## config.mk

```make
export PLATFORM = sky130hd
export DESIGN_NAME = avmm_lvds_bridge_req_arb
export DESIGN_NICKNAME = d
export VERILOG_FILES = /design/src/rtl/avmm_lvds_bridge_req_arb.sv
export SDC_FILE = /design/constraint.sdc
export NUM_CORES = 1
export LEC_CHECK = 0
export CORE_MARGIN = 5
export CORE_UTILIZATION = 30
export DETAILED_ROUTE_END_ITERATION = 8
export PLACE_DENSITY = 0.8
export SKIP_LAST_GASP = 1
export SYNTH_ARGS = -nofsm -noshare
export SYNTH_HDL_FRONTEND = slang
export SYNTH_SLANG_ARGS = --single-unit
```

## constraint.sdc

```tcl
create_clock -name clk_i -period 2.4 [get_ports clk_i]
set_input_delay 0.48 -clock clk_i [delete_from_list [all_inputs] [get_ports clk_i]]
set_output_delay 0.48 -clock clk_i [all_outputs]
set_load 0.02 [all_outputs]
```

## src/rtl/avmm_lvds_bridge_req_arb.sv

```systemverilog
// avmm_lvds_bridge_req_arb
// Packet-level arbiter sharing one bridge request link among N_REQ requesters.
// Grants round-robin, holds the grant for a whole packet, and remembers grant
// order in a small order FIFO so in-order responses can be routed back.
// Optional build macro: AVMM_LVDS_BRIDGE_ARB_PRIO0_EN gives requester 0 strict
// priority at every arbitration decision (round-robin among the others).
module avmm_lvds_bridge_req_arb #(
    parameter int N_REQ       = 4,
    parameter int OUTSTANDING = 8
) (
    input  logic                clk_i,
    input  logic                rst_i,
    input  logic [N_REQ*32-1:0] s_data_i,
    input  logic [N_REQ-1:0]    s_valid_i,
    input  logic [N_REQ-1:0]    s_last_i,
    output logic [N_REQ-1:0]    s_ready_o,
    output logic [31:0]         tx_data_o,
    output logic                tx_valid_o,
    output logic                tx_last_o,
    input  logic                tx_ready_i,
    input  logic [31:0]         rx_data_i,
    input  logic                rx_valid_i,
    input  logic                rx_last_i,
    output logic [31:0]         r_data_o,
    output logic [N_REQ-1:0]    r_valid_o,
    output logic                r_last_o,
    output logic                busy_o,
    output logic                err_unexp_o
);
    localparam int GW = $clog2(N_REQ);
    localparam int PW = $clog2(OUTSTANDING);
    localparam int CW = PW + 1;

    typedef enum logic {IDLE, XFER} state_t;

    state_t        r_state;
    logic [GW-1:0] r_g;
    logic [GW-1:0] r_rr;
    logic [GW-1:0] r_fifo [OUTSTANDING];
    logic [PW-1:0] r_wptr;
    logic [PW-1:0] r_rptr;
    logic [CW-1:0] r_cnt;
    logic          r_err;

    logic [N_REQ-1:0] w_rot;
    logic [GW:0]      w_off;
    logic [GW:0]      w_sum;
    logic [GW-1:0]    w_win;
    logic [GW-1:0]    w_head;
    logic [GW-1:0]    w_g_next;
    logic             w_empty;
    logic             w_full;
    logic             w_pop;
    logic             w_push;
    logic             w_beat_last;

    assign w_empty  = (r_cnt == '0);
    assign w_full   = (r_cnt == CW'(OUTSTANDING));
    assign w_head   = r_fifo[r_rptr];
    assign w_g_next = (r_g == GW'(N_REQ - 1)) ? '0 : r_g + 1'b1;

    // A full FIFO that is popping this cycle has room for the new entry at the
    // same edge, so the grant is not delayed a further cycle.
    assign w_pop       = rx_valid_i & rx_last_i & ~w_empty;
    assign w_push      = (r_state == IDLE) & (|s_valid_i) & (~w_full | w_pop);
    assign w_beat_last = (r_state == XFER) & tx_valid_o & tx_ready_i & tx_last_o;

    // Winner search: rotate valids so bit 0 is the rr pointer, take the lowest
    // set bit, then map the offset back to an absolute requester index.
    always_comb begin
        w_rot = N_REQ'({s_valid_i, s_valid_i} >> r_rr);
        w_off = '0;
        for (int i = N_REQ - 1; i >= 0; i--) begin
            if (w_rot[i]) w_off = (GW+1)'(i);
        end
        w_sum = {1'b0, r_rr} + w_off;
        if (w_sum >= (GW+1)'(N_REQ)) w_sum = w_sum - (GW+1)'(N_REQ);
        w_win = w_sum[GW-1:0];
`ifdef AVMM_LVDS_BRIDGE_ARB_PRIO0_EN
        if (s_valid_i[0]) w_win = '0;
`endif
    end

    // Link side: the granted requester is muxed straight through during XFER.
    always_comb begin
        tx_data_o  = '0;
        tx_valid_o = 1'b0;
        tx_last_o  = 1'b0;
        s_ready_o  = '0;
        if (r_state == XFER) begin
            tx_data_o      = s_data_i[r_g*32 +: 32];
            tx_valid_o     = s_valid_i[r_g];
            tx_last_o      = s_last_i[r_g];
            s_ready_o[r_g] = tx_ready_i;
        end
    end

    // Response side: data broadcast, valid steered to the oldest grant.
    always_comb begin
        r_data_o  = rx_data_i;
        r_last_o  = rx_last_i;
        r_valid_o = '0;
        if (!w_empty) r_valid_o[w_head] = rx_valid_i;
    end

    assign busy_o      = (r_state != IDLE) | ~w_empty;
    assign err_unexp_o = r_err;

    // Request FSM: pick a winner in IDLE, hold it until its last beat.
    always_ff @(posedge clk_i or posedge rst_i) begin
        if (rst_i) begin
            r_state <= IDLE;
            r_g     <= '0;
            r_rr    <= '0;
        end else begin
            case (r_state)
                IDLE: begin
                    if (w_push) begin
                        r_g     <= w_win;
                        r_state <= XFER;
                    end
                end
                XFER: begin
                    if (w_beat_last) begin
                        r_state <= IDLE;
`ifdef AVMM_LVDS_BRIDGE_ARB_PRIO0_EN
                        if (r_g != '0) r_rr <= w_g_next;
`else
                        r_rr <= w_g_next;
`endif
                    end
                end
                default: r_state <= IDLE;
            endcase
        end
    end

    // Order FIFO pointers and occupancy; pointers wrap at OUTSTANDING.
    always_ff @(posedge clk_i or posedge rst_i) begin
        if (rst_i) begin
            r_wptr <= '0;
            r_rptr <= '0;
            r_cnt  <= '0;
        end else begin
            if (w_push) r_wptr <= r_wptr + 1'b1;
            if (w_pop)  r_rptr <= r_rptr + 1'b1;
            case ({w_push, w_pop})
                2'b10:   r_cnt <= r_cnt + 1'b1;
                2'b01:   r_cnt <= r_cnt - 1'b1;
                default: r_cnt <= r_cnt;
            endcase
        end
    end

    // Order FIFO storage; the head is read combinationally before any
    // same-edge overwrite when full.
    always_ff @(posedge clk_i) begin
        if (w_push) r_fifo[r_wptr] <= w_win;
    end

    // Flag a response word that has no outstanding packet to belong to.
    always_ff @(posedge clk_i or posedge rst_i) begin
        if (rst_i) r_err <= 1'b0;
        else       r_err <= rx_valid_i & w_empty;
    end

endmodule
```

* After elaboration in Yosys (flattened, before gate mapping)
Memory sizes are Yosys's and may differ from the RTL's. Cells that the tools add are included. Widths: inputs -> output; s select.
Operators by class: order comparisons 5, shift-type cells 2, add/subtract/negate cells 7, equality and inequality tests 4, reductions and logical operators 7, muxes and demuxes 24, bitwise operators 15
Operator list (number):
- $shiftx 128x8->32 | 1
- $mux 32 | 1
- $mux 2 | 6
- $mux 1 | 9
- $and 1x1->1 | 8
- $and 4x4->4 | 2
- $mux 4 | 2
- $pmux 4 s2 | 1
- $shr 8x2->4 | 1
- $add 3x1->3 const B | 2
- $lt 2x3->1 const B | 2
- $add 4x1->4 const B | 1
- $bmux 1 s2 | 2
- $demux 1 s2 | 2
- $eq 2x2->1 const B | 2
- $eq 4x4->1 const B | 1
- $ge 2x1->1 const B | 2
- $logic_not 4->1 | 1
- $reduce_and 2->1 | 2
- $reduce_or 4->1 | 1
- $sub 4x1->4 const B | 1
- $add 2x2->3 | 1
- $ge 3x3->1 const B | 1
- $not 1->1 | 3
- other kinds (7) | 9
Storage, ports and cells: output and inout bits 77, memories 1, register bits after elaboration 16, memory bits (writable) 16, input port bits 173
Memory list:
- r_fifo | words 8, width 2, read ports 1, clocked after Yosys merged registers in 0, write ports 1, RTL line 39 | logic [GW-1:0] r_fifo [OUTSTANDING];

* Depth between registers and ports, before layout
Gate-level depths: netlist of the first run.
depth after elaboration 8, depth in mapped cells 11, depth with buffers taken out 10

* Worst setup path after synthesis of the first run
OpenSTA, ideal clock, no wires.
kind register to register, start point register r_cnt[3], end point register r_cnt[3], stages on the path, launching flop included 11, clock period less this slack 2.317 ns, path buffers 0, data arrival time 2.237 ns, setup slack 0.083 ns, cells stage by stage dfrtp_1 nor4_1 nor2_2 nand2b_1 inv_1 ha_1 a21o_1 a21oi_1 nor3_1 a21oi_2 xnor2_1
On the way: longest elaborated chain between the ends 7, elaborated cells between the ends (all ways) 13, those cells by class add/sub: 2; eq/ne: 3; mux: 1; bitwise: 5; reduce/logical: 2
RTL lines:
- start: declaration | RTL line 42 | logic [CW-1:0] r_cnt;
- start signal: assignment | RTL line 148 | 2'b10: r_cnt <= r_cnt + 1'b1;
- start signal: assignment | RTL line 149 | 2'b01: r_cnt <= r_cnt - 1'b1;
- start signal: assignment | RTL line 150 | default: r_cnt <= r_cnt;
- $logic_not 4->1 | RTL line 57 | assign w_empty = (r_cnt == '0);
- $not 1->1 | RTL line 64 | assign w_pop = rx_valid_i & rx_last_i & ~w_empty;
- $and 1x1->1 | RTL line 64
- $or 1x1->1 | RTL line 65 | assign w_push = (r_state == IDLE) & (|s_valid_i) & (~w_full | w_pop);
- $and 1x1->1 | RTL line 65
- $eq 2x1->1 or $eq 2x2->1 (tied branches) | RTL line 147 | case ({w_push, w_pop})
- $pmux 4 s2 or $reduce_bool 2->1 (tied branches)
Parallel ways exist; a longest one is shown, timed or not. A chain may end at the register's enable or synchronous reset.

* Worst setup path after layout of the first run
start point register r_g[0], end point output tx_data_o[10]
On the way: longest elaborated chain between the ends 2
RTL lines:
- start: declaration | RTL line 37 | logic [GW-1:0] r_g;
- start signal: assignment | RTL line 119 | r_g <= w_win;
- $shiftx 128x8->32 | RTL line 91 | tx_data_o = s_data_i[r_g*32 +: 32];
- $mux 32 | RTL line 90 | if (r_state == XFER) begin
- end: declaration | RTL line 17 | output logic [31:0] tx_data_o,
Every way passes these cells.

==> impl_metrics.ini, run 1 <==
[status]
status = complete, but fails checks
violations = negative setup slack

[detailed_routing]
drcViolationCount = 0
vias = 2904
wl_per_cell_um = 18.5
routed_wl_mm = 10.7
antenna_left = 0
vias_per_cell = 5.00
drt_iter0_markers = 123
drt_pre_antenna_iters = 4

[global_route]
grt_pass1_wl_mm = 16.5
antenna_found_initial = 0
grt_max_degree = 28
grt_pass1_vias = 3191
grt_usage_pct = 16.7
grt_overflow = 0

[clock_network]
worstSkewPairLatency_ps = 290
cts_max_level = 2
cts_tree = yes
cts_sinks = 32
cts_root_buffer = clkbuf_8
clockBufferDepth = 2
clk_pin_slew_worst_paths_ps = 70
cts_hold_buf = 0
numCtsBuffers = 5

[finish]
num_antenna_cells = 0
layout-drive-gt1-share_pct = 29.0
synthToLayoutAreaGrowth_pct = 66.8
layout.nets = 630
fin_area_sq_um = 5090
fillers = 874

[worst_setup_path]
cp_slowest_cell = mux4_2
r2r_start = r_cnt[1]$_DFFE_PP0P_
cp_max_fo = 12
crit_path_start_kind = flop
cp_num_buf_inv = 3
rr_worst_depth = 11
cp_cell_sequence = buf_12, buf_4, mux4_2, and2_1, dlygate4sd2_1
criticalPathCategory = flop to primary output
crit_arrival_ps = 1940
required_ps = 1920
r2r_slack_ps = 290
reg2reg_to = r_cnt[3]$_DFFE_PP0P_
cp-startpoint = r_g[0]$_DFFE_PP0P_
cp_num_cells = 5
critical_path.top_delay_family = buffers and inverters
cp-end-kind = primary output
critical_path.max_stage_delay_ps = 500

[sta]
slew_headroom_pct = 56.4
finalSetupTns_ps = -26.0
worst_slack_ps = -21.8
rsz0062_at_grt = true
period_share_pct = 101
hold_slack_ps = 499
hold_violations = 0
fin_crit_ps = 2420
fin_skew_ps = 7.25
worst_pin_slew_ps = 653
max_freq_ghz = 0.413
finalSetupViolations = 2
slew_viol_final = 0

[place]
port_buffers = 185
hpwl_mm = 8.89
postPlaceCellArea_sq_um = 4980
gp_congestion = 0.843

[die]
die_h_um = 111
initial_utilization_pct = 31.0
design.core.area_sq_um = 9860
rows = 36
io_pins = 250
fp.dieW_um = 111
die-area_sq_um = 12300

[synthesis]
yosys.area.top_type = mux4_2
synth-edff-count = 16
async_reset_ff_share_pct = 50.0
synth_top_area_share_pct = 28.0
yosys_warnings = 0
yosysSeqAreaShare_pct = 28.8
synth_seq_cells = 32
netlist_instances = 267
ys_top_cells_by_area = mux4_2, edfxtp_1, dfrtp_1
avgSynthCellArea_sq_um = 11.4
synth.distinct_cells = 43
synth.most_common_cell = mux4_2
synth_common_cells = mux4_2, and2_1, buf_4
syn_area_sq_um = 3050
ys.flop_type = edfxtp_1
syn_nets = 450

[flow_run]
max_cap_violations = 0

[hold_path]
min_to = r_cnt[3]$_DFFE_PP0P_
worstHoldStart = r_cnt[3]$_DFFE_PP0P_
hold_path_depth = 1
hold_class = flop to flop

[pwr]
swShare_pct = 41.8
switching_power_uw = 2280
combinationalPowerShare_pct = 70.7
ir_worst_vdd_mv = 0.465
p_seq_share_pct = 20.0
power_density_nw_per_um2 = 1070
power.internal_uw = 3170
p_leak_uw = 0.00207
p_clk_share_pct = 9.3
registers in the layout, indices dropped and copies added (netlist names):
signal and count:
r_wptr 3, r_rr 2, r_state 1, r_fifo 16, r_rptr 3, r_g 2, err_unexp_o 1, r_cnt 4
routing by layer:
layer  up-vias  track usage [%]  routed length [um]
li1       1313                -                   -
met1      1392             17.3                3590
met2       144             31.3                5870
met3        55             4.91                 891
met4         0             6.49                 392
met5         -                0                   0
worst max path at each step:
stage	to	slack (ps)
after floorplan	r_cnt[3]$_DFFE_PP0P_	80
after global placement	tx_valid_o	-300
after detailed placement	tx_valid_o	-320
after CTS	r_valid_o[1]	-140
after global routing	tx_last_o	-90
final	tx_data_o[10]	-20
power by group through the flow:
| stage | sequential, uW | clock [uW] | combinational [uW] |
|---|---|---|---|
| floorplan | 959 | 0 | 2520 |
| global placement | 1080 | 0 | 3900 |
| detailed placement | 1100 | 0 | 3980 |
| CTS | 1100 | 518 | 3820 |
| global route | 1120 | 542 | 4180 |
| finish | 1090 | 508 | 3860 |
area by class of cell:
cell class                 count  area [sq um]  share of cell area, %
clock buffer                   5          68.8                   1.35
inverter                      11          41.3                  0.811
sequential                    32           885                   17.4
timing repair buffer         225          2070                   40.6
tap                          133           166                   3.27
multi-input combinational    172          1820                   35.8
clock inverter                 3          42.5                  0.835
cell usage in the layout (no fill, tap or decap), types with 4 or more instances in the layout:
cell type	n
and2_1	36
and3_1	5
buf_12	4
buf_2	13
buf_4	35
clkbuf_2	13
clkbuf_8	5
clkdlybuf4s50_1	140
dfrtp_1	13
dlygate4sd2_1	14
edfxtp_1	16
ha_1	9
inv_1	11
mux4_2	38
nand2_1	11
nand2b_1	4
nor2_1	11
nor3_1	4
xnor2_1	7
cell families after synthesis:
family | Yosys count | share of synthesized area [%]
simple gates | 89 | 16.8
xor+xnor | 9 | 2.58
buf+inv | 63 | 12.0
flops | 32 | 28.8
fa+ha+maj | 10 | 4.34
mux | 43 | 29.9
compound gates | 21 | 5.49
stage by stage:
step                power [uW]  utilization, %  instances  setup slack, ps
global route              5850            51.6        581            -87.9
CTS                       5440            51.5        572             -142
floorplan                 3470               -        267             83.1
finish                    5450            51.6        581            -21.8
detailed placement        5080            50.5        559             -318
global placement          4980            50.5        559             -296
timing repair:
item                       in CTS  in global routing
setup endpoints to repair      41                 27
setup buffers                   5                  9
resized for setup              91                 35
pin swaps                       0                  2
worst register-to-register path, cell delays in order (launching register included):
cell,delay (ps)
dfrtp_1,420
nor4_1,280
buf_4,180
nor2_2,40
nand2b_1,80
inv_1,50
ha_1,270
a21o_1,200
a21oi_2,170
nor3_1,80
a21oi_2,140
xnor2_1,120
Power figures use the tool's default switching activity.
==> run 2: changes to the inputs <==
CORE_MARGIN = 10   (was 5)
RECOVER_POWER = 50   (was not set)
==> impl_metrics.ini, run 2 (synthesized netlist as in run 1, its figures left out) <==
[place]
gp_congestion = 0.782
hpwl_mm = 10.4
dp_slack_ps = -250
port_buffers = 185

[finish]
final_common_cell = clkdlybuf4s50_1
layout_common_cells = clkdlybuf4s50_1, mux4_2, and2_1
layout-drive-gt1-share_pct = 31.8
num_antenna_cells = 0
top_register = r_fifo
final_util_pct = 51.7
reg_top3 = r_fifo x16, r_cnt x4
layout.nets = 629
synthToLayoutAreaGrowth_pct = 67.1
largest_reg_flops = 16

[worst_setup_path]
reg2reg_to = r_cnt[3]$_DFFE_PP0P_
r2r_start = r_cnt[3]$_DFFE_PP0P_
crit_path_start_kind = flop
crit_arrival_ps = 1910
required_ps = 1920
rr_worst_depth = 11
cp_max_fo = 6
criticalPathCategory = flop to primary output
cp-end-kind = primary output
r2r_slack_ps = 230

[detailed_routing]
drcViolationCount = 0
drt_pre_antenna_iters = 4
vias = 2905
wl_per_cell_um = 21.2
routed_wl_mm = 12.3
vias_per_cell = 5.01
drt_iter0_markers = 76
antenna_left = 0

[pwr]
p_seq_share_pct = 20.1
power.internal_uw = 3120
combinationalPowerShare_pct = 72.4
switching_power_uw = 2350
power_density_nw_per_um2 = 1070
p_clk_share_pct = 7.5
p_leak_uw = 0.00203
swShare_pct = 43.0
ir_worst_vdd_mv = 0.467

[clock_network]
cts_tree = yes
clockBufferDepth = 2
numCtsBuffers = 5
cts_sinks = 32
clk_pin_slew_worst_paths_ps = 70
worstSkewPairLatency_ps = 290
cts_root_buffer = clkbuf_8
cts_max_level = 2

[hold_path]
min_to = r_cnt[3]$_DFFE_PP0P_
worstHoldStart = r_cnt[3]$_DFFE_PP0P_
hold_class = flop to flop
hold_path_depth = 1

[flow_run]
max_cap_violations = 0

[die]
initial_utilization_pct = 31.0
io_pins = 250
rows = 36
fp.dieW_um = 121
design.core.area_sq_um = 9860
die-area_sq_um = 14600
die_h_um = 121

[sta]
rsz0062_at_grt = true
worst_pin_slew_ps = 659
worst_slack_ps = 7.93
max_freq_ghz = 0.418
fin_skew_ps = 7.07
slew_viol_final = 0
period_share_pct = 99.7
fin_crit_ps = 2390
hold_violations = 0
slew_headroom_pct = 56.0
finalSetupViolations = 0

[global_route]
grt_pass1_wl_mm = 18.0
grt_usage_pct = 15.7
grt_max_degree = 41
antenna_found_initial = 0
grt_overflow = 0
grt_pass1_vias = 3321

[status]
status = complete, no violations
run 2: area by class of cell:
class | instances | area [sq um]
clock buffer | 5 | 68.8
clock inverter | 3 | 18.8
fill | 819 | 4760
inverter | 11 | 41.3
multi-input combinational | 172 | 1870
sequential | 32 | 883
tap | 133 | 166
timing repair buffer | 224 | 2050
run 2: power by group through the flow:
stage / Combinational (uW) / Sequential [uW] / Clock (uW)
finish: 3960 / 1100 / 409
global route: 4260 / 1130 / 434
CTS: 3850 / 1090 / 421
detailed placement: 4040 / 1100 / 0
global placement: 3940 / 1090 / 0
floorplan: 2520 / 959 / 0
run 2: critical path: stages, from the launching register on:
cell and delay (ps):
dfrtp_2 430, buf_4 150, buf_12 130, buf_4 140, mux4_2 420, and2_1 190, buf_2 160
run 2: metal layers:
layer	GRT usage [%]	share of wire, %	up-vias
li1	-	-	1310
met1	15.1	32	1419
met2	29.8	56	149
met3	6.79	9.6	27
met4	3.92	2.0	0
met5	0	0	-
run 2: how the worst max path moves through the flow:
stage               slack [ps]             startpoint              endpoint
floorplan                   80   r_cnt[3]$_DFFE_PP0P_  r_cnt[3]$_DFFE_PP0P_
global placement          -230           s_valid_i[3]            tx_valid_o
detailed placement        -250           s_valid_i[2]  r_cnt[3]$_DFFE_PP0P_
CTS                       -140  r_rptr[0]$_DFFE_PP0P_          r_valid_o[2]
global route               -70  r_rptr[0]$_DFFE_PP0P_          r_valid_o[2]
finish                       8     r_g[0]$_DFFE_PP0P_          tx_data_o[4]
run 2: repair_timing:
action                     4_1_cts  5_1_grt
hold buffers                     0        0
cloned                           1        0
setup endpoints to repair       41       19
buffers inserted                 4        6
gates resized for setup        117       45
pin swaps                        0        5
run 2: metrics by stage:
step	std cells	power, uW	hold slack (ps)	setup TNS, ps	area (sq um)
finish	580	5470	521	0	5100
global route	580	5820	569	-398	5100
CTS	574	5370	505	-1050	5020
detailed placement	561	5140	495	-7450	5000
global placement	561	5030	483	-5750	5000
floorplan	267	3470	394	0	3050
